## src/rtl/n4_b2_up_counter.sv

```systemverilog
// Four-digit base-2 (modulo-16) up counter with count enable and combinational carry out.
// Each binary digit toggles when its incoming ripple enable is high and passes the enable on while it holds a one.
module n4_b2_up_counter (
    input  logic       m_clock,
    input  logic       m_reset_,
    input  logic       m_ei,
    output logic       eu,
    output logic [3:0] q3_q0
);

    logic [3:0] cnt_q;
    logic [3:0] cnt_d;
    logic [4:0] carry;

    assign carry[0] = m_ei;

    // Digit i sees an enable only when m_ei is high and every lower digit is one.
    for (genvar i = 0; i < 4; i++) begin : g_digit
        assign carry[i+1] = carry[i] & cnt_q[i];
        assign cnt_d[i]   = cnt_q[i] ^ carry[i];
    end

    always_ff @(posedge m_clock or negedge m_reset_) begin
        if (!m_reset_) begin
            cnt_q <= 4'b0000;
        end else begin
            cnt_q <= cnt_d;
        end
    end

    // eu is left unregistered so that a cascaded stage advances on the same edge that this counter wraps.
    assign eu    = carry[4];
    assign q3_q0 = cnt_q;

endmodule

```

## config.mk

```make
export PLATFORM = sky130hd
export DESIGN_NAME = n4_b2_up_counter
export DESIGN_NICKNAME = d
export VERILOG_FILES = /design/src/rtl/n4_b2_up_counter.sv
export SDC_FILE = /design/constraint.sdc
export NUM_CORES = 1
export LEC_CHECK = 0
export ABC_AREA = 1
export CAP_MARGIN = 20
export CORE_AREA = 2 2 39 41
export CTS_CLUSTER_DIAMETER = 80
export DETAILED_ROUTE_END_ITERATION = 7
export DIE_AREA = 0 0 41 43
export PLACE_DENSITY = 0.42
export SKIP_LAST_GASP = 1
export SLEW_MARGIN = 20
export SYNTH_ARGS = -nofsm -noshare
export SYNTH_HDL_FRONTEND = slang
export SYNTH_SLANG_ARGS = --single-unit
```

## constraint.sdc

```tcl
create_clock -name m_clock -period 2.5 [get_ports m_clock]
set_input_delay 0.375 -clock m_clock [delete_from_list [all_inputs] [get_ports m_clock]]
set_output_delay 0.375 -clock m_clock [all_outputs]
set_load 0.005 [all_outputs]
```

# Word-level counts from Yosys, hierarchy flattened
# Cells that the tools add are included.
# word_totals
latch_bits	0
mem_count	0
mem_bits_ro	0
mem_bits_rw	0
regBits	4
output_inout_bits	5
# classes
div	0
bitwise	8
n_reduce_logical	0
n_shift	0
mul	0
muxes	0
magnitude_cmp	0
addsub	0
n_eq_ne	0
# op_table
cell	n
1-bit bitwise AND	4
1-bit bitwise XOR	4

# Depth between registers and ports, before layout
# logic_depth
word_depth	4
mapped_depth	4

# Least setup slack after synthesis
# No wires, ideal clock.
# synth_path
kind	input -> output
start	in m_ei
end	out eu
t_arrival_ns	1.073
path_slack_ns	1.052
cell_stages	4
n_path_buf	0
cell_sequence	ha_1 -> ha_1 -> ha_1 -> ha_1
# synth_via
elab_chain_len	4
# synth_lines
item	line_no	source
start, declared	6	input logic m_ei,
1-bit bitwise AND (4 in a row)	19	assign carry[i+1] = carry[i] & cnt_q[i];
end, declared	7	output logic eu,
# Every way passes these cells.

# Worst setup path after layout
# Same ends and word-level chain as after synthesis.

==> results <==
## worst max-delay path, stage by stage
cell	delay, ns
clkdlybuf4s50_1	0.40
ha_1	0.20
ha_1	0.18
ha_1	0.18
ha_1	0.17
clkdlybuf4s50_1	0.43
## logic make-up after synthesis
group | share of synthesized area (%)
adders and majority gates | 33.33
DFF | 66.67
## cell usage in the layout, fill, tap and decap left out
cell and n:
ha_1 4, dfrtp_1 4, clkbuf_4 3, clkdlybuf4s50_1 7
## how the worst max path moves through the flow
stage | startpoint | depth (start not counted) | slack [ns] | to
finish | m_ei | 6 | 0.18 | eu
global route | m_ei | 6 | 0.11 | eu
CTS | m_ei | 6 | 0.17 | eu
detailed placement | m_ei | 6 | 0.18 | eu
global placement | m_ei | 6 | 0.16 | eu
floorplan | m_ei | 4 | 1.05 | eu
## metal layers
layer / track usage (%) / vias up / part of all wire [%]
li1: - / 50 / -
met1: 1.942 / 45 / 28
met2: 4.688 / 8 / 48
met3: 4.712 / 0 / 24
met4: 8.000 / 0 / 0
met5: 0 / - / 0
## power by group
| group | internal [uW] | switching [uW] |
|---|---|---|
| logic | 74.7 | 32.1 |
| clock network | 53.4 | 22.3 |
| registers | 99.7 | 17.0 |
## through the flow
step / area (um2) / cells
floorplan: 150.1 / 8
global placement: 240.2 / 31
detailed placement: 240.2 / 31
CTS: 262.8 / 34
global route: 262.8 / 34
finish: 262.8 / 34
## layout make-up
| cell class | count | area [um2] |
|---|---|---|
| fillers | 145 | 1121 |
| flip-flops and latches | 4 | 100.1 |
| repair buffers | 7 | 70.07 |
| well taps | 16 | 20.02 |
| multi-input cells | 4 | 50.05 |
| clock buffers | 3 | 22.52 |
==> results by group <==
Yosys
  • YS warnings: 0
  • Post-Syn Area: 150.1 um2
  • Post-synth top area cell: dfrtp_1
  • Top cells by count, synth: dfrtp_1 (4), ha_1 (4)
  • Async set-reset flop share out of synthesis: 100.0%
  • Part of the Yosys area used for sequential elements: 66.67%
  • EDFF count, synth: 0
  • Main area contributors after synthesis: dfrtp_1 (67%), ha_1 (33%)
  • Flops & latches, synth: 4
  • Synth top area share: 66.67%
  • Mean post-synth cell area: 18.77 um2
  • Mapped Cells: 8
  • Primary FF master, synth: dfrtp_1
  • Synth cell types: 2
  • Syn nets: 15

Hold path
  • Worst Hold Class: input pin to asynchronous set/reset pin

Die
  • Die H: 43 um
  • Die width: 41 um
  • CORE AREA: 1384 um2
  • # IOs: 8
  • Die area: 1763 um2
  • Starting Density: 10.85%
  • Standard-cell rows: 14

Clock tree
  • CTS tree: yes
  • # Post-CTS Setup Buffers: 0
  • CTS root buf: clkbuf_4
  • H-Tree Depth: 1
  • Clock insertion delay at the later pin of the skew report: 0.23 ns
  • Clock buffer depth: 2
  • Hold buffers post-CTS: 0
  • Clk pin slew, worst setup/hold paths: 0.03 ns
  • Post-CTS resize count: 0
  • Clock sink total: 4
  • TritonCTS Buffers: 3

Timing
  • Hold Vio Cnt, Final: 0
  • FMAX: 0.4317 GHz
  • Slew HR: 88.16%
  • Clk_skew: 0.0002972 ns
  • Pins over their slew limit: 0
  • Final setup fails: 0
  • TNS Setup: 0 ns
  • RSZ-0062 raised after global routing: false
  • Post-route setup slack: 0.1835 ns
  • Worst hold slack: 0.3478 ns
  • Slew @ Worst Pin: 0.1771 ns
  • Minimum clock period: 2.317 ns
  • Final period util: 92.66%

Setup path
  • Worst r2r path cells: 4
  • WS Path Type: input pin to output pin
  • Reg2reg end: q3_q0[3]$_DFF_PN0_
  • RR Startpoint: q3_q0[0]$_DFF_PN0_
  • Critical Path Source Type: input pin
  • Critical Path AT: 1.94 ns
  • Required @ worst endpoint: 2.12 ns
  • Worst-path maximum fanout: 1
  • R2r setup slk: 1.20 ns
  • Nature of the critical path endpoint: output pin

Detailed routing
  • Wirelength, routed: 237 um
  • DR vias: 103
  • Initial DRT Pass Iterations: 1
  • Routed Antenna Nets: 0
  • Avg WL per Cell: 6.971 um
  • # DRC: 0
  • DRT iter0 DRCs: 0
  • DR vias/cell: 3.029

Layout
  • Synth-to-Final Area Change: 75.00%
  • Final core occ: 18.99%
  • Max reg flops: 4
  • Layout cell share with drive strength beyond 1: 16.67%
  • Final net count: 27
  • Diode count: 0

Global route
  • Antenna violations before repair: 0
  • First-pass GRT wire length: 351 um
  • Largest net degree at the start of global routing: 5
  • Total gr overflow: 0
  • Vias in the first global route: 106
  • Total track usage: 4.225%

Power and ir drop
  • Maximum vdd ir drop: 0.1300 mV
  • Total leakage power: 0.0001217 uW
  • Total chip power: 299.2 uW
  • Power per cell area: 1139 nW/um2

Place
  • Port bufs: 7
  • Gpl congestion: 0.5090
  • Dpl ws: 0.1769 ns

Flow run
  • Max_cap viols: 0

Outcome
  • Status: complete, no violations
Note: power is estimated with default switching activity, not from simulation.
